--- config.mk ---
export PLATFORM = sky130hd
export DESIGN_NAME = io_bus_master_flat
export DESIGN_NICKNAME = d
export VERILOG_FILES = /design/src/rtl/io_bus_pkg.sv /design/src/rtl/io_bus_master_if.sv /design/src/rtl/io_rd_ack_arb.sv /design/src/rtl/io_bus_master.sv /design/src/flat_wrapper.sv
export SDC_FILE = /design/constraint.sdc
export NUM_CORES = 1
export LEC_CHECK = 0
export CORE_AREA = 2 2 167 169
export CTS_BUF_LIST = sky130_fd_sc_hd__clkbuf_8
export DETAILED_ROUTE_END_ITERATION = 6
export DIE_AREA = 0 0 169 171
export PLACE_DENSITY = 0.6
export SETUP_SLACK_MARGIN = 0.15
export SLEW_MARGIN = 20
export SYNTH_ARGS = -nofsm -noshare
export SYNTH_HDL_FRONTEND = slang
export SYNTH_SLANG_ARGS = --single-unit
--- constraint.sdc ---
create_clock -name io_clk -period 6 [get_ports io_clk]
set_clock_uncertainty 0.05 [all_clocks]
set_input_delay 1.2 -clock io_clk [delete_from_list [all_inputs] [get_ports io_clk]]
set_output_delay 1.2 -clock io_clk [all_outputs]
set_load 0.03 [all_outputs]
--- src/rtl/io_bus_pkg.sv ---
// Shared widths, FSM state encoding and default error data for the I/O bus master.
// Latency: n/a (types and constants only).
// Backpressure: n/a.
package io_bus_pkg;

    localparam int IO_ADDR_W = 16;
    localparam int IO_DATA_W = 32;

    localparam logic [1:0] ST_IDLE     = 2'd0;
    localparam logic [1:0] ST_ISSUE    = 2'd1;
    localparam logic [1:0] ST_WAIT_ACK = 2'd2;
    localparam logic [1:0] ST_RESP     = 2'd3;

    typedef enum logic [1:0] {
        IDLE     = ST_IDLE,
        ISSUE    = ST_ISSUE,
        WAIT_ACK = ST_WAIT_ACK,
        RESP     = ST_RESP
    } state_t;

    // Returned as read data when no slave answers in time.
    localparam logic [IO_DATA_W-1:0] ERR_DATA_DEFAULT = 32'hFFFF_FFFF;

endpackage

--- src/rtl/io_bus_master_if.sv ---
// Command, response and programmable I/O bus signals of the bus master.
// Latency: n/a (wiring only).
// Backpressure: cmd_valid/cmd_ready on commands, rsp_valid/rsp_ready on responses.
interface io_bus_master_if #(
    parameter int N_SLAVES = 8
);
    import io_bus_pkg::*;

    // command side
    logic                          cmd_valid;
    logic                          cmd_ready;
    logic                          cmd_wr;
    logic [31:0]                   cmd_addr;
    logic [IO_DATA_W-1:0]          cmd_wdata;

    // response side
    logic                          rsp_valid;
    logic                          rsp_ready;
    logic [IO_DATA_W-1:0]          rsp_data;
    logic                          rsp_err;

    // programmable I/O bus
    logic [N_SLAVES-1:0]           io_sel;
    logic                          io_sync;
    logic [IO_ADDR_W-1:0]          io_addr;
    logic                          io_rd_en;
    logic                          io_wr_en;
    logic [IO_DATA_W-1:0]          io_wr_data;
    logic [IO_DATA_W*N_SLAVES-1:0] io_rd_data;
    logic [N_SLAVES-1:0]           io_rd_ack;

    modport master (
        input  cmd_valid, cmd_wr, cmd_addr, cmd_wdata,
        input  rsp_ready,
        input  io_rd_data, io_rd_ack,
        output cmd_ready,
        output rsp_valid, rsp_data, rsp_err,
        output io_sel, io_sync, io_addr, io_rd_en, io_wr_en, io_wr_data
    );

    modport slave (
        output cmd_valid, cmd_wr, cmd_addr, cmd_wdata,
        output rsp_ready,
        output io_rd_data, io_rd_ack,
        input  cmd_ready,
        input  rsp_valid, rsp_data, rsp_err,
        input  io_sel, io_sync, io_addr, io_rd_en, io_wr_en, io_wr_data
    );

endinterface

--- src/rtl/io_rd_ack_arb.sv ---
// Priority encoder over the per-slave read acks plus the matching read-data mux.
// Latency: combinational.
// Backpressure: none; the FSM decides when the result is used.
module io_rd_ack_arb
    import io_bus_pkg::*;
#(
    parameter int N_SLAVES = 8
) (
    input  logic [N_SLAVES-1:0]           io_rd_ack,
    input  logic [IO_DATA_W*N_SLAVES-1:0] io_rd_data,
    output logic                          any_ack,
    output logic                          multi_ack,
    output logic [IO_DATA_W-1:0]          sel_data
);

    localparam logic [N_SLAVES-1:0] ACK_ONE = N_SLAVES'(1);

    // Scan from the top down so the lowest acking slave wins the mux.
    always_comb begin
        sel_data = '0;
        for (int k = N_SLAVES - 1; k >= 0; k--) begin
            if (io_rd_ack[k]) begin
                sel_data = io_rd_data[IO_DATA_W*k +: IO_DATA_W];
            end
        end
    end

    assign any_ack   = |io_rd_ack;
    // Clearing the lowest set bit leaves something only if two or more were set.
    assign multi_ack = |(io_rd_ack & (io_rd_ack - ACK_ONE));

endmodule

--- src/rtl/io_bus_master.sv ---
// Runs one programmable I/O bus transaction per command and returns data/status.
// Latency: write rsp 2 cycles after accept, read 3+ack delay, timeout TIMEOUT+3, bad slave 1.
// Backpressure: one command in flight; cmd_ready low until the response handshake completes.
module io_bus_master
    import io_bus_pkg::*;
#(
    parameter int                   N_SLAVES = 8,
    parameter int                   TIMEOUT  = 15,
    parameter logic [IO_DATA_W-1:0] ERR_DATA = ERR_DATA_DEFAULT
) (
    input  logic            io_clk,
    input  logic            reset_n,
    io_bus_master_if.master bus
);

    localparam logic [15:0]         N_SLAVES_W = 16'(N_SLAVES);
    localparam logic [7:0]          TMO_LOAD   = 8'(TIMEOUT);
    localparam logic [N_SLAVES-1:0] SEL_ONE    = N_SLAVES'(1);

    state_t               state;
    logic [7:0]           tmo_cnt;
    logic                 idx_ok;
    logic [N_SLAVES-1:0]  sel_onehot;
    logic                 any_ack;
    logic                 multi_ack;
    logic [IO_DATA_W-1:0] sel_data;

    assign idx_ok     = bus.cmd_addr[31:16] < N_SLAVES_W;
    assign sel_onehot = SEL_ONE << bus.cmd_addr[31:16];

    io_rd_ack_arb #(
        .N_SLAVES (N_SLAVES)
    ) u_ack_arb (
        .io_rd_ack  (bus.io_rd_ack),
        .io_rd_data (bus.io_rd_data),
        .any_ack    (any_ack),
        .multi_ack  (multi_ack),
        .sel_data   (sel_data)
    );

    // Transaction FSM; every output is a register driven from here.
    always_ff @(posedge io_clk or negedge reset_n) begin
        if (!reset_n) begin
            state          <= IDLE;
            tmo_cnt        <= '0;
            bus.cmd_ready  <= 1'b0;
            bus.rsp_valid  <= 1'b0;
            bus.rsp_data   <= '0;
            bus.rsp_err    <= 1'b0;
            bus.io_sel     <= '0;
            bus.io_sync    <= 1'b0;
            bus.io_addr    <= '0;
            bus.io_rd_en   <= 1'b0;
            bus.io_wr_en   <= 1'b0;
            bus.io_wr_data <= '0;
        end else begin
            case (state)
                IDLE: begin
                    // cmd_ready comes up one cycle after reset release.
                    bus.cmd_ready <= 1'b1;
                    if (bus.cmd_valid && bus.cmd_ready) begin
                        bus.cmd_ready <= 1'b0;
                        if (idx_ok) begin
                            state          <= ISSUE;
                            bus.io_sel     <= sel_onehot;
                            bus.io_addr    <= bus.cmd_addr[IO_ADDR_W-1:0];
                            bus.io_wr_data <= bus.cmd_wdata;
                            bus.io_wr_en   <= bus.cmd_wr;
                            bus.io_rd_en   <= ~bus.cmd_wr;
                            bus.io_sync    <= 1'b1;
                        end else begin
                            // No such slave: answer with an error, never touch the bus.
                            state         <= RESP;
                            bus.rsp_valid <= 1'b1;
                            bus.rsp_data  <= '0;
                            bus.rsp_err   <= 1'b1;
                        end
                    end
                end

                ISSUE: begin
                    bus.io_sync <= 1'b0;
                    if (bus.io_wr_en) begin
                        // Slave captures the write on this edge; nothing to wait for.
                        state         <= RESP;
                        bus.rsp_valid <= 1'b1;
                        bus.rsp_data  <= '0;
                        bus.rsp_err   <= 1'b0;
                        bus.io_sel    <= '0;
                        bus.io_wr_en  <= 1'b0;
                    end else begin
                        state   <= WAIT_ACK;
                        tmo_cnt <= TMO_LOAD;
                    end
                end

                WAIT_ACK: begin
                    if (any_ack) begin
                        state         <= RESP;
                        bus.rsp_valid <= 1'b1;
                        bus.rsp_data  <= sel_data;
                        bus.rsp_err   <= multi_ack;
                        bus.io_sel    <= '0;
                        bus.io_rd_en  <= 1'b0;
                    end else if (tmo_cnt == 8'd0) begin
                        state         <= RESP;
                        bus.rsp_valid <= 1'b1;
                        bus.rsp_data  <= ERR_DATA;
                        bus.rsp_err   <= 1'b1;
                        bus.io_sel    <= '0;
                        bus.io_rd_en  <= 1'b0;
                    end else begin
                        tmo_cnt <= tmo_cnt - 8'd1;
                    end
                end

                RESP: begin
                    // rsp_data/rsp_err are left alone here, so they hold until accepted.
                    if (bus.rsp_ready) begin
                        state         <= IDLE;
                        bus.rsp_valid <= 1'b0;
                        bus.cmd_ready <= 1'b1;
                    end
                end

                default: begin
                    state <= IDLE;
                end
            endcase
        end
    end

endmodule

--- src/flat_wrapper.sv ---
// flat-port wrapper written by rule: the top's interface ports become plain ports
module io_bus_master_flat import io_bus_pkg::*;
#(
    parameter int                   N_SLAVES = 8,
    parameter int                   TIMEOUT  = 15,
    parameter logic [IO_DATA_W-1:0] ERR_DATA = ERR_DATA_DEFAULT
)
  (io_clk, reset_n, bus_cmd_valid, bus_cmd_wr, bus_cmd_addr, bus_cmd_wdata, bus_rsp_ready, bus_io_rd_data, bus_io_rd_ack, bus_cmd_ready, bus_rsp_valid, bus_rsp_data, bus_rsp_err, bus_io_sel, bus_io_sync, bus_io_addr, bus_io_rd_en, bus_io_wr_en, bus_io_wr_data);
  io_bus_master_if #(.N_SLAVES(N_SLAVES)) bus_i ();
  input  logic io_clk;
  input  logic reset_n;
  input wire logic [$bits(bus_i.cmd_valid)-1:0] bus_cmd_valid;
  input wire logic [$bits(bus_i.cmd_wr)-1:0] bus_cmd_wr;
  input wire logic [$bits(bus_i.cmd_addr)-1:0] bus_cmd_addr;
  input wire logic [$bits(bus_i.cmd_wdata)-1:0] bus_cmd_wdata;
  input wire logic [$bits(bus_i.rsp_ready)-1:0] bus_rsp_ready;
  input wire logic [$bits(bus_i.io_rd_data)-1:0] bus_io_rd_data;
  input wire logic [$bits(bus_i.io_rd_ack)-1:0] bus_io_rd_ack;
  output wire logic [$bits(bus_i.cmd_ready)-1:0] bus_cmd_ready;
  output wire logic [$bits(bus_i.rsp_valid)-1:0] bus_rsp_valid;
  output wire logic [$bits(bus_i.rsp_data)-1:0] bus_rsp_data;
  output wire logic [$bits(bus_i.rsp_err)-1:0] bus_rsp_err;
  output wire logic [$bits(bus_i.io_sel)-1:0] bus_io_sel;
  output wire logic [$bits(bus_i.io_sync)-1:0] bus_io_sync;
  output wire logic [$bits(bus_i.io_addr)-1:0] bus_io_addr;
  output wire logic [$bits(bus_i.io_rd_en)-1:0] bus_io_rd_en;
  output wire logic [$bits(bus_i.io_wr_en)-1:0] bus_io_wr_en;
  output wire logic [$bits(bus_i.io_wr_data)-1:0] bus_io_wr_data;
  assign bus_i.cmd_valid = bus_cmd_valid;
  assign bus_i.cmd_wr = bus_cmd_wr;
  assign bus_i.cmd_addr = bus_cmd_addr;
  assign bus_i.cmd_wdata = bus_cmd_wdata;
  assign bus_i.rsp_ready = bus_rsp_ready;
  assign bus_i.io_rd_data = bus_io_rd_data;
  assign bus_i.io_rd_ack = bus_io_rd_ack;
  assign bus_cmd_ready = bus_i.cmd_ready;
  assign bus_rsp_valid = bus_i.rsp_valid;
  assign bus_rsp_data = bus_i.rsp_data;
  assign bus_rsp_err = bus_i.rsp_err;
  assign bus_io_sel = bus_i.io_sel;
  assign bus_io_sync = bus_i.io_sync;
  assign bus_io_addr = bus_i.io_addr;
  assign bus_io_rd_en = bus_i.io_rd_en;
  assign bus_io_wr_en = bus_i.io_wr_en;
  assign bus_io_wr_data = bus_i.io_wr_data;
  io_bus_master #(.N_SLAVES(N_SLAVES), .TIMEOUT(TIMEOUT), .ERR_DATA(ERR_DATA)) u_core (.io_clk(io_clk), .reset_n(reset_n), .bus(bus_i));
endmodule
==> Implementation_results.wiki <==
{| class="wikitable"
! Metric !! Value
|-
| Switch share || 0.4161
|-
| Busiest metal layer after global routing || met2
|-
| RePlAce Congestion || 0.8251
|-
| Cell at the slowest stage of the critical path || sky130_fd_sc_hd__or3b_2
|-
| Required time at the worst-slack endpoint || 6.25 ns
|-
| Met3 Use GR || 0.05459
|-
| Cell-internal power || 1646 uW
|-
| Drt initial violations || 328
|-
| Detail-routed via count per cell || 5.000
|-
| Multi-input logic area || 3471 um^2
|-
| M1 GR Usage || 0.2114
|-
| Maximum number of pins on one net before global-route repair || 73
|-
| Global-route wire length before repair || 40740 um
|-
| Comb power frac || 0.517
|-
| Final Cycle Share || 0.6950
|-
| Number of global-route vias before repair || 7140
|-
| Sum of overflow across all layers after global routing || 0
|-
| Final Routed Wirelength || 28520 um
|-
| Total track usage || 0.1852
|-
| Max-slew violation count || 0
|-
| Avg WL per Cell || 20.33 um
|-
| Headroom to the max-slew limit || 0.3452
|-
| Setup repair after global routing missed its margin || no
|-
| Chip width || 169 um
|-
| EDFF count, synth || 0
|-
| Synth warnings || 0
|-
| Fraction of layout instances using a drive strength above 1 || 0.09186
|-
| Worst ir drop on vdd || 0.0001473 V
|-
| Worst stage delay on the critical path || 0.65 ns
|-
| Worst hold path type || reg2reg
|-
| Met2 usage || 0.3334
|-
| Setup fix buffers added after clock tree synthesis || 0
|-
| Beginning of the worst hold path || u_core.bus.io_sel[4]
|-
| CTS H-tree lvls || 3
|-
| # port buffers || 426
|-
| Register area || 2603 um^2
|-
| Cts repair resizes || 0
|-
| Cell area after technology mapping || 6591 um^2
|-
| Detailed-route via count || 7015
|-
| Avg Inst Size Synth || 9.897 um^2
|-
| Number of antenna violations at the first check in global routing || 1
|-
| Leak || 0.004533 uW
|-
| Skew-Pair Late Insertion Delay || 0.39 ns
|-
| Final #Nets || 1390
|-
| Reg clk slew, reported paths || 0.13 ns
|-
| Sequential area share after synthesis || 0.3948
|-
| Layout overhead on the synthesized area || 71.56%
|-
| HPWL after detailed placement || 22090 um
|-
| Nature of the critical path endpoint || register
|-
| TritonCTS clock tree || yes
|-
| Hold Violations, Final || 0
|-
| Number of setup violations in the final report || 0
|-
| Total of max-cap violations || 0
|-
| Transition at the pin with the smallest max-transition slack || 0.9801 ns
|-
| Number of buffers inserted during clock tree synthesis || 9
|-
| Leading register cell type out of synthesis || sky130_fd_sc_hd__dfrtp_1
|-
| Placement row count || 61
|-
| Total power density per cell area || 249.3 nW/um^2
|-
| Start of the worst register-to-register path || u_core.state[0]
|-
| Max Clock Freq || 239.8 MHz
|-
| Part of the total power dissipated in sequential elements || 0.317
|-
| Count of cell types in the netlist || 50
|-
| Root Buffer || sky130_fd_sc_hd__clkbuf_8
|-
| Clock Power Share || 0.166
|-
| Hold buffers post-CTS || 0
|-
| Synthesized instance count || 666
|-
| Post-synth net total || 1005
|-
| Antenna Nets Post-Route || 0
|-
| DRC violations left || 0
|-
| Top cell family by delay on the critical path || simple AND/OR/NAND/NOR gates
|-
| Clock period minus worst slack || 4.170 ns
|-
| Worst setup SP type || primary input
|-
| Net switching power figure || 1173 uW
|-
| Async set-reset flop share out of synthesis || 1.000
|-
| Fillers || 2734
|-
| Start point of the critical path || bus_io_rd_ack[1]
|-
| Max FO, Critical Path || 19
|-
| Die height || 171 um
|-
| Standard cell core area || 27320 um^2
|-
| Critical Path AT || 4.42 ns
|-
| Run status || finished clean
|-
| Clock buffer depth || 2
|-
| Count of state elements after synthesis || 104
|-
| Worst-path cell chain || clkdlybuf4s50_1 > or4_4 > or4b_1 > nor3b_4 > or3b_2 > buf_4 > mux2i_1
|-
| Hold Worst Slack || 0.4610 ns
|-
| Number of sinks handled by clock tree synthesis || 104
|-
| Worst path buffer plus inverter count || 2
|-
| Initial Utilization || 0.2412
|-
| Boundary Pins || 427
|-
| Setup TNS Final || 0 ns
|-
| Floorplan die area || 28900 um^2
|-
| Setup CP Type || in2reg
|-
| DR pass1 iterations || 4
|}
[path summary, 6_finish.rpt]
path	endpoint	slack [ns]	cells past startpoint
setup reg to reg	u_core.bus.rsp_data[21]	3.14	7
setup / recovery	u_core.bus.rsp_data[21]	1.83	7
hold reg to reg	u_core.bus.io_sel[4]	0.46	1
max in group asynchronous	u_core.bus.rsp_data[14]	3.96	2
hold / removal	u_core.bus.io_sel[4]	0.46	1
min in group asynchronous	u_core.bus.io_wr_data[1]	0.86	1
[Yosys cell counts (9+ instances only)]
library cell,number,area (um^2)
sky130_fd_sc_hd__dfrtp_1,104,2603
sky130_fd_sc_hd__inv_1,72,270.3
sky130_fd_sc_hd__a221oi_1,64,560.5
sky130_fd_sc_hd__mux2_2,53,596.8
sky130_fd_sc_hd__clkbuf_1,52,195.2
sky130_fd_sc_hd__o21ai_0,47,235.2
sky130_fd_sc_hd__nor2b_1,36,225.2
sky130_fd_sc_hd__mux2i_1,35,350.3
sky130_fd_sc_hd__a22oi_1,33,247.7
sky130_fd_sc_hd__a2111oi_0,32,280.3
sky130_fd_sc_hd__o311ai_0,32,280.3
sky130_fd_sc_hd__a21oi_1,9,45.04
sky130_fd_sc_hd__nor2_1,9,33.78
[registers in the layout, summed over array words and instances (netlist names)]
name	flops
u_core.bus.io_sel	8
u_core.bus.io_wr_en	1
u_core.bus.io_rd_en	1
u_core.bus.rsp_err	1
u_core.tmo_cnt	8
u_core.bus.rsp_data	32
u_core.bus.io_addr	16
u_core.bus.io_wr_data	32
u_core.bus.io_sync	1
u_core.bus.cmd_ready	1
u_core.state	2
u_core.bus.rsp_valid	1
[area by class of cell]
class / instances / area share
Antenna cell: 1 / 0.0002213
Clock buffer: 9 / 0.01095
Clock inverter: 7 / 0.008298
Inverter: 72 / 0.02390
Multi-Input combinational cell: 428 / 0.3069
Sequential cell: 104 / 0.2301
Tap cell: 346 / 0.03828
Timing Repair Buffer: 436 / 0.3813
[worst register-to-register path, delay by kind of cell (launching register included)]
family,cells,cell delay (ns)
multiplexers,1,0.21
flip-flops,1,0.45
AND/OR/NAND/NOR,2,1.07
buffers and inverters,3,0.85
adder cells (fa/ha/maj),1,0.16
[layout by cell type, fill, tap and decap left out, types with 7 or more instances in the layout]
cell and count:
sky130_fd_sc_hd__nor2b_1 33, sky130_fd_sc_hd__mux2_2 53, sky130_fd_sc_hd__inv_1 72, sky130_fd_sc_hd__a2111oi_0 32
sky130_fd_sc_hd__nand2_1 7, sky130_fd_sc_hd__mux2i_1 35, sky130_fd_sc_hd__clkdlybuf4s50_1 420, sky130_fd_sc_hd__buf_4 11
sky130_fd_sc_hd__a21oi_1 9, sky130_fd_sc_hd__nor2_1 8, sky130_fd_sc_hd__a22oi_1 33, sky130_fd_sc_hd__a221oi_1 64
sky130_fd_sc_hd__dfrtp_1 104, sky130_fd_sc_hd__o311ai_0 32, sky130_fd_sc_hd__clkbuf_8 9, sky130_fd_sc_hd__o21ai_0 47
[through the flow]
stage	instance area, um^2	cells	total power [uW]	setup slack (ns)	util
final	11310	1403	2819	1.830	0.4139
after global placement	11090	1386	2376	1.423	0.4058
after detailed placement	11090	1386	2387	1.359	0.4058
after global routing	11310	1403	2999	1.690	0.4139
after floorplan	6591	666	1721	2.506	-
after CTS	11310	1402	2872	1.784	0.4138
[cell families (layout without fill, tap and decap cells)]
family	after synthesis	count (layout)	synth area share
AOI/OAI and AO/OA	232	232	0.2675
adders and majority gates	7	7	0.01291
buffers and inverters	134	524	0.08371
DFF	104	104	0.3948
muxes	91	91	0.1488
other	0	1	0
and+or+nand+nor	98	98	0.09226
[power groups by stage]
stage                     logic, uW  clock network, uW  registers, uW
after detailed placement       1480                  0            909
after floorplan                 604                  0           1120
after global routing           1560                526            912
after global placement         1470                  0            909
final                          1460                468            895
after CTS                      1480                497            896
[layer usage]
layer  share of wire  vias up
li1                -     3346
met1            0.39     3309
met2            0.50      330
met3           0.082       28
met4           0.022        2
met5         0.00070        -
Power figures use the tool's default switching activity.
